### src/rtl/alu_wb_stage.sv
// alu_wb_stage: execute-to-writeback pipeline stage that sits directly after
// the 16-bit ALU.
//
// It captures each ALU result in a two-entry skid buffer guarded by a
// valid/ready handshake, and presents register-file write requests from the
// main (oldest) entry. It also holds the architectural NZCV status register
// and evaluates 4-bit branch condition codes for the branch unit.
//
// Configuration macro:
//   ALU_WB_FLAG_BYPASS_EN - when defined, cond_true sees the NZCV value being
//                           written this cycle on a flag-setting accept.
//                           This adds a combinational in_* -> cond_true path.
//                           When undefined, cond_true uses the registered
//                           flags only.
//
// Ports:
//   clk, rst        rising-edge clock, synchronous active-high reset
//   in_valid/ready  handshake with the ALU stage (in_ready is registered-state only)
//   in_result       ALU result
//   in_c/in_v       ALU carry/overflow
//   in_fun          ALU function code (000 ADD, 001 SUB)
//   in_rd           destination register
//   in_wr_en        op writes a register
//   in_set_flags    op updates NZCV
//   wb_valid/ready  handshake with the register file
//   wb_we/rd/data   qualified write request
//   flag_n/z/c/v    architectural status flags
//   cond/cond_true  branch condition code and its evaluation
module alu_wb_stage #(
  parameter int DATA_W     = 16,
  parameter int REG_ADDR_W = 3
) (
  input  logic                  clk,
  input  logic                  rst,
  input  logic                  in_valid,
  output logic                  in_ready,
  input  logic [DATA_W-1:0]     in_result,
  input  logic                  in_c,
  input  logic                  in_v,
  input  logic [2:0]            in_fun,
  input  logic [REG_ADDR_W-1:0] in_rd,
  input  logic                  in_wr_en,
  input  logic                  in_set_flags,
  output logic                  wb_valid,
  input  logic                  wb_ready,
  output logic                  wb_we,
  output logic [REG_ADDR_W-1:0] wb_rd,
  output logic [DATA_W-1:0]     wb_data,
  output logic                  flag_n,
  output logic                  flag_z,
  output logic                  flag_c,
  output logic                  flag_v,
  input  logic [3:0]            cond,
  output logic                  cond_true
);

  typedef enum logic [1:0] {
    EMPTY = 2'd0,
    ONE   = 2'd1,
    TWO   = 2'd2
  } state_e;

  state_e state_q, state_d;

  logic [DATA_W-1:0]     main_data_q, main_data_d;
  logic [REG_ADDR_W-1:0] main_rd_q, main_rd_d;
  logic                  main_wr_en_q, main_wr_en_d;

  logic [DATA_W-1:0]     skid_data_q, skid_data_d;
  logic [REG_ADDR_W-1:0] skid_rd_q, skid_rd_d;
  logic                  skid_wr_en_q, skid_wr_en_d;

  logic flag_n_q, flag_n_d;
  logic flag_z_q, flag_z_d;
  logic flag_c_q, flag_c_d;
  logic flag_v_q, flag_v_d;

  logic accept;
  logic pop;
  logic arith_op;

  // in_ready depends only on the state register and rst, so the ALU stage
  // never sees a combinational path from wb_ready.
  assign in_ready = (state_q != TWO) && !rst;
  assign wb_valid = (state_q != EMPTY);
  assign accept   = in_valid && in_ready;
  assign pop      = wb_valid && wb_ready;

  // The output always comes from the main entry. Writes to r0 are
  // suppressed, but the entry still pops normally.
  assign wb_we   = wb_valid && main_wr_en_q && (main_rd_q != '0);
  assign wb_rd   = main_rd_q;
  assign wb_data = main_data_q;

  // Skid-buffer control. The skid entry is only filled when main is busy and
  // not draining, and it is always promoted to main on the next pop. This
  // preserves order without ever dropping or duplicating an entry.
  always_comb begin
    state_d      = state_q;
    main_data_d  = main_data_q;
    main_rd_d    = main_rd_q;
    main_wr_en_d = main_wr_en_q;
    skid_data_d  = skid_data_q;
    skid_rd_d    = skid_rd_q;
    skid_wr_en_d = skid_wr_en_q;
    case (state_q)
      EMPTY: begin
        if (accept) begin
          state_d      = ONE;
          main_data_d  = in_result;
          main_rd_d    = in_rd;
          main_wr_en_d = in_wr_en;
        end
      end
      ONE: begin
        if (accept && !pop) begin
          state_d      = TWO;
          skid_data_d  = in_result;
          skid_rd_d    = in_rd;
          skid_wr_en_d = in_wr_en;
        end else if (pop && !accept) begin
          state_d = EMPTY;
        end else if (pop && accept) begin
          main_data_d  = in_result;
          main_rd_d    = in_rd;
          main_wr_en_d = in_wr_en;
        end
      end
      TWO: begin
        if (pop) begin
          state_d      = ONE;
          main_data_d  = skid_data_q;
          main_rd_d    = skid_rd_q;
          main_wr_en_d = skid_wr_en_q;
        end
      end
      default: state_d = EMPTY;
    endcase
  end

  // Flags update at the accept edge, independently of write-back stalls.
  // C and V are only meaningful for ADD/SUB, so logic and shift ops keep
  // the previous C and V values.
  assign arith_op = (in_fun == 3'b000) || (in_fun == 3'b001);

  always_comb begin
    flag_n_d = flag_n_q;
    flag_z_d = flag_z_q;
    flag_c_d = flag_c_q;
    flag_v_d = flag_v_q;
    if (accept && in_set_flags) begin
      flag_n_d = in_result[DATA_W-1];
      flag_z_d = (in_result == '0);
      if (arith_op) begin
        flag_c_d = in_c;
        flag_v_d = in_v;
      end
    end
  end

  always_ff @(posedge clk) begin
    if (rst) begin
      state_q      <= EMPTY;
      main_data_q  <= '0;
      main_rd_q    <= '0;
      main_wr_en_q <= 1'b0;
      skid_data_q  <= '0;
      skid_rd_q    <= '0;
      skid_wr_en_q <= 1'b0;
      flag_n_q     <= 1'b0;
      flag_z_q     <= 1'b0;
      flag_c_q     <= 1'b0;
      flag_v_q     <= 1'b0;
    end else begin
      state_q      <= state_d;
      main_data_q  <= main_data_d;
      main_rd_q    <= main_rd_d;
      main_wr_en_q <= main_wr_en_d;
      skid_data_q  <= skid_data_d;
      skid_rd_q    <= skid_rd_d;
      skid_wr_en_q <= skid_wr_en_d;
      flag_n_q     <= flag_n_d;
      flag_z_q     <= flag_z_d;
      flag_c_q     <= flag_c_d;
      flag_v_q     <= flag_v_d;
    end
  end

  assign flag_n = flag_n_q;
  assign flag_z = flag_z_q;
  assign flag_c = flag_c_q;
  assign flag_v = flag_v_q;

  // Choose which NZCV value the condition evaluator sees. The *_d values
  // already equal the registered ones unless a flag-setting accept happens.
  logic eval_n, eval_z, eval_c, eval_v;
`ifdef ALU_WB_FLAG_BYPASS_EN
  assign eval_n = flag_n_d;
  assign eval_z = flag_z_d;
  assign eval_c = flag_c_d;
  assign eval_v = flag_v_d;
`else
  assign eval_n = flag_n_q;
  assign eval_z = flag_z_q;
  assign eval_c = flag_c_q;
  assign eval_v = flag_v_q;
`endif

  // Branch condition evaluation.
  always_comb begin
    cond_true = 1'b0;
    case (cond)
      4'h0: cond_true = eval_z;
      4'h1: cond_true = !eval_z;
      4'h2: cond_true = eval_c;
      4'h3: cond_true = !eval_c;
      4'h4: cond_true = eval_n;
      4'h5: cond_true = !eval_n;
      4'h6: cond_true = eval_v;
      4'h7: cond_true = !eval_v;
      4'h8: cond_true = eval_c && !eval_z;
      4'h9: cond_true = !eval_c || eval_z;
      4'hA: cond_true = (eval_n == eval_v);
      4'hB: cond_true = (eval_n != eval_v);
      4'hC: cond_true = !eval_z && (eval_n == eval_v);
      4'hD: cond_true = eval_z || (eval_n != eval_v);
      4'hE: cond_true = 1'b1;
      4'hF: cond_true = 1'b0;
      default: cond_true = 1'b0;
    endcase
  end

endmodule
### config.mk
export PLATFORM = sky130hd
export DESIGN_NAME = alu_wb_stage
export DESIGN_NICKNAME = d
export VERILOG_FILES = /design/src/rtl/alu_wb_stage.sv
export SDC_FILE = /design/constraint.sdc
export NUM_CORES = 1
export LEC_CHECK = 0
export ABC_AREA = 1
export CORE_MARGIN = 4
export CORE_UTILIZATION = 43
export CTS_CLUSTER_SIZE = 14
export DETAILED_ROUTE_END_ITERATION = 6
export HOLD_SLACK_MARGIN = 0.06
export PLACE_DENSITY = 0.76
export SYNTH_ARGS = -nofsm -noshare
export SYNTH_HDL_FRONTEND = slang
export SYNTH_SLANG_ARGS = --single-unit
### constraint.sdc
create_clock -name clk -period 1.6 [get_ports clk]
set_input_delay 0.16 -clock clk [delete_from_list [all_inputs] [get_ports clk]]
set_output_delay 0.16 -clock clk [all_outputs]
set_load 0.01 [all_outputs]
Yosys cells after proc, flatten, opt, wreduce, memory -nomap -nowiden
Index checks and enable logic that the tools add are counted.

cells by class
  eq/ne operators = 27
  muxes and demuxes = 24
  reduce and logical (&&, ||, !) cells = 32

operator list
  kind                                                                   number
  16-bit two-way mux                                                     5
  16-bit one-hot mux with 3 select lines                                 1
  4-bit equality test, second input constant                             8
  4-bit by 3-bit equality test with 1-bit output, second input constant  4
  16-bit zero test                                                       1
  1-bit one-hot mux with 16 select lines                                 1
  3-bit two-way mux                                                      5
  2-bit != test, second input constant                                   6
  1-bit logical AND                                                      11
  3-bit one-hot mux with 3 select lines                                  1
  4-bit by 2-bit equality test with 1-bit output, second input constant  2
  2-bit two-way mux                                                      4
  1-bit zero test                                                        7
  2-bit one-hot mux with 3 select lines                                  1
  6-bit AND reduction                                                    1
  3-bit nonzero test                                                     2
  1-bit two-way mux                                                      5
  4-bit by 1-bit equality test with 1-bit output, second input constant  1
  4-bit zero test                                                        1
  2-bit AND reduction                                                    2
  3-bit by 1-bit equality test with 1-bit output, second input constant  1
  3-bit zero test                                                        1
  1-bit logical OR                                                       3
  3-bit != test, second input constant                                   1
  other kinds (8)                                                        8

storage, ports and cells
  register bits after elaboration = 46
  input port bits = 34
  output and inout port bits = 27
  logic and storage cells = 94

Depth between registers and ports, before layout
  depth in word-level cells = 8
  mapped depth = 12
  mapped depth without buffers = 11

Worst setup path before layout
No wires, ideal clock.

  path kind = flip-flop to flip-flop
  from = register state_q[1]
  to = register main_data_q[0], in the netlist wb_data[0]
  arrival time = 1498 ps
  setup slack = -17 ps
  stages on the path, launching flop included = 12
  buffers on the path = 1
  clock period less this slack = 1617 ps
  path through = dfxtp_1 nor2_1 nor2_1 inv_1 ha_1 inv_1 nand3_1 nand2_1 nand3_2 buf_6 o21ai_0 a21oi_1

on the way
  cells in the longest elaborated chain, start to end = 7

ends and longest elaborated chain
  item                           line  source
  from (decl)                    63    state_e state_q, state_d;
  from (signal assigned)         175   state_q <= state_d;
  2-bit != test                  84    assign in_ready = (state_q != TWO) && !rst;
  1-bit logical AND              84
  1-bit logical AND              86    assign accept = in_valid && in_ready;
  1-bit zero test                121   end else if (pop && !accept) begin
  1-bit logical AND              121
  2-bit != test (no line)        --
  6-bit AND reduction (no line)  --
  to (signal assigned)           176   main_data_q <= main_data_d;
  to (decl)                      65    logic [DATA_W-1:0] main_data_q, main_data_d;

Several ways; a longest one is shown, not always the timed one.
A chain may end at the register's enable or synchronous reset.

Worst setup path in the final report
  from = register state_q[1]
  to = register main_rd_q[2], in the netlist wb_rd[2]

on the way
  cells in the longest elaborated chain, start to end = 7

ends and longest elaborated chain
  item                           line  source
  2-bit != test                  84
  1-bit logical AND              84
  1-bit logical AND              86
  1-bit zero test                121
  1-bit logical AND              121
  2-bit != test (no line)        --
  6-bit AND reduction (no line)  --
  to (signal assigned)           177   main_rd_q <= main_rd_d;
  to (decl)                      66    logic [REG_ADDR_W-1:0] main_rd_q, main_rd_d;

Several ways; a longest one is shown, not always the timed one.

==> results.toml <==
[run_status]
outcome = "complete, but fails checks"
violations = "setup timing"

[power]
p_leak_uw = 0.00142
peakVddDrop_uv = 710
power.density_mw_per_mm2 = 814

[clock_tree]
cts_tree = "built"
ctsHoldBuffers = 0
htree_levels = 2
cts_sinks = 46
cts_buffers = 5
cts.root.buffer_cell = "clkbuf_8"
clk_latency_ps = 300
clockBufferDepth = 2
clkTransAtPathRegs_ps = 80

[route]
drt-wirelength-per-cell_microns = 13.5
vias_per_cell = 5.13
wl_mm = 6.38
vias = 2414
dr.pass1.iters = 4
dr.first_iter.drc_count = 111
final_antenna_net_count = 0
drc = 0

[floorplan]
rows = 25
die_x_microns = 79.6
core-area_sq_mm = 0.00485
ios = 61
start_util = 0.455
dieArea_sq_mm = 0.00634
die_y_microns = 79.6

[critical_path]
cp.arrival_ps = 1850
worstSetupStartpointType = "register"
slowest_delay_ps = 370
path_delay_family = "simple AND/OR/NAND/NOR gates"
path_cells = "nor2_4, nor2_4, buf_6, ha_4, nor2_4, nand3_2, nand2_2, nand3_4, buf_8, o21ai_4, a21oi_2"
crit_path_end_kind = "register"
r2r_slack_ps = -50
critPathBufInv = 2
crit_top_cell = "nor2_4"
crit_fanout = 7
cpMaxStageDelayCell = "dfxtp_4"
crit_type = "reg2reg"
critPathRequiredTime_ps = 1800

[global_routing]
grt_first_pass_wirelength_mm = 10.3
gr-total-overflow = 0
first_global_vias = 2367
antenna_found_initial = 0
track_usage = 0.201
grt_max_degree = 46

[timing]
fin_crit_sh = 1.03
maxSlewViolCount = 0
fmax_mhz = 606
hold_viol = 0
relSlewSlack = 0.627
tns_ps = -237
min_period_ps = 1650
finalWorstSetupSlack_ps = -50.8
rsz0062_at_grt = "true"
tightest_slew_ps = 560
setup_viol = 14
finalClockSkew_ps = 3.06
holdWs_ps = 446

[logic_synthesis]
syn_area_sq_mm = 0.00221
synth_fp_nets = 358
synth_top_area_share = 0.417
synthCells = 321
ys_types = 21
yosysWarnings = 0
yosysSeqAreaShare = 0.417
syn_avg_cell_area_sq_um = 6.87
synth-seq-cells = 46
synth_area_leader_cell = "dfxtp_1"
ys_top_cells_by_area = "dfxtp_1, o21ai_0, a21oi_1"

[finish]
areaGrowthSynthToFinish_pct = 55.9
nets = 440
fill_cells = 413
antenna_cells = 0
final_cell_area_sq_mm = 0.00344
drive_gt1_frac = 0.260

[min_path]
hold_path_class = "reg2reg"

[placement]
place.gp.congestion = 0.846
place_area_sq_mm = 0.00301
dp_hpwl_mm = 4.02
port_buffers = 59

[run]
maxCapViolations = 0
## layout by cell type (no fill, tap or decap), types with 3 or more instances in the layout
master           netlist  layout
inv_1                 55      49
nand2_2                1       5
nand2_4                1       4
inv_2                  2       7
nand3_2                1       4
buf_4                  0      21
a21oi_1               46      41
o21ai_2                0      20
nand4_1                3       3
nand3_1               14      10
o21ai_1               10      18
dfxtp_1               46      41
nor2_4                 0       4
dfxtp_2                0       3
buf_6                  2       7
nand2_1               43      36
nor2_1                21      16
o21ai_0               55      26
clkdlybuf4s50_1        0      52
clkbuf_8               0       8
a21oi_2                0       4
## what timing repair did
item / CTS / global route
setup buffers: 1 / 1
resized for setup: 62 / 60
pin swaps: 6 / 6
setup endpoints to repair: 45 / 42
gates cloned: 3 / 1
## worst min-delay path: cells and delay by family, from the launching register on
family	cells	cell delay, ps
flops	1	310
buf+inv	1	40
compound gates	1	50
## cell type report
class | instances | area, sq um | share of cell area
inverter | 57 | 216 | 0.0630
tap | 67 | 83.8 | 0.0244
sequential | 46 | 932 | 0.271
clock buffer | 8 | 110 | 0.0320
timing repair buffer | 91 | 882 | 0.257
multi-input combinational | 202 | 1210 | 0.353
## metal layers
metal  up-vias  global-route usage  wire [microns]
li1       1207                   -               -
met1      1121               0.238            2670
met2        73               0.343            3220
met3        13              0.0530             370
met4         0              0.0825             112
met5         -                   0               0
## path summary, 6_finish.rpt
path,from,end,depth (start not counted)
worst max register to register,state_q[1]$_SDFFE_PP0P_,wb_rd[2]$_SDFFE_PP0P_,11
worst min-delay path,wb_data[2]$_SDFFE_PP0P_,wb_data[2]$_SDFFE_PP0P_,2
worst min register to register,wb_data[2]$_SDFFE_PP0P_,wb_data[2]$_SDFFE_PP0P_,2
worst max-delay path,state_q[1]$_SDFFE_PP0P_,wb_rd[2]$_SDFFE_PP0P_,11
## synth_stat cells (all sizes together)
cell type / instances
nor3: 1
inv: 57
nand4: 3
clkbuf: 8
nand2: 45
nand3: 16
nor2: 21
a21oi: 46
ha: 3
a311oi: 1
o21a: 1
o21ai: 65
buf: 8
dfxtp: 46
## kinds of logic (layout without fill, tap and decap cells)
| group | Yosys count | count (layout) | synth area share |
|---|---|---|---|
| buffers and inverters | 73 | 156 | 0.134 |
| AOI/OAI and AO/OA | 113 | 113 | 0.259 |
| and+or+nand+nor | 86 | 86 | 0.172 |
| adders and majority gates | 3 | 3 | 0.0170 |
| DFF | 46 | 46 | 0.417 |
## flip-flops by register name, summed over array words and instances (netlist names), 2 cells and up
name	count
skid_data_q	16
skid_rd_q	3
state_q	2
wb_data	16
wb_rd	3
## power by group
part | switching, uW | internal, uW
Clock | 385 | 436
Combinational | 355 | 359
Sequential | 40.6 | 1220
## metrics by stage
stage          setup slack [ps]   util  std cells  total power, uW
5_1_grt                    -118  0.709        471             2940
2_1_floorplan              40.2      -        321             1550
3_5_place_dp               -426  0.620        457             1870
6_report                  -50.8  0.709        471             2800
3_3_place_gp               -378  0.620        457             1850
4_1_cts                   -74.2  0.678        469             2750
Power figures use the tool's default switching activity.
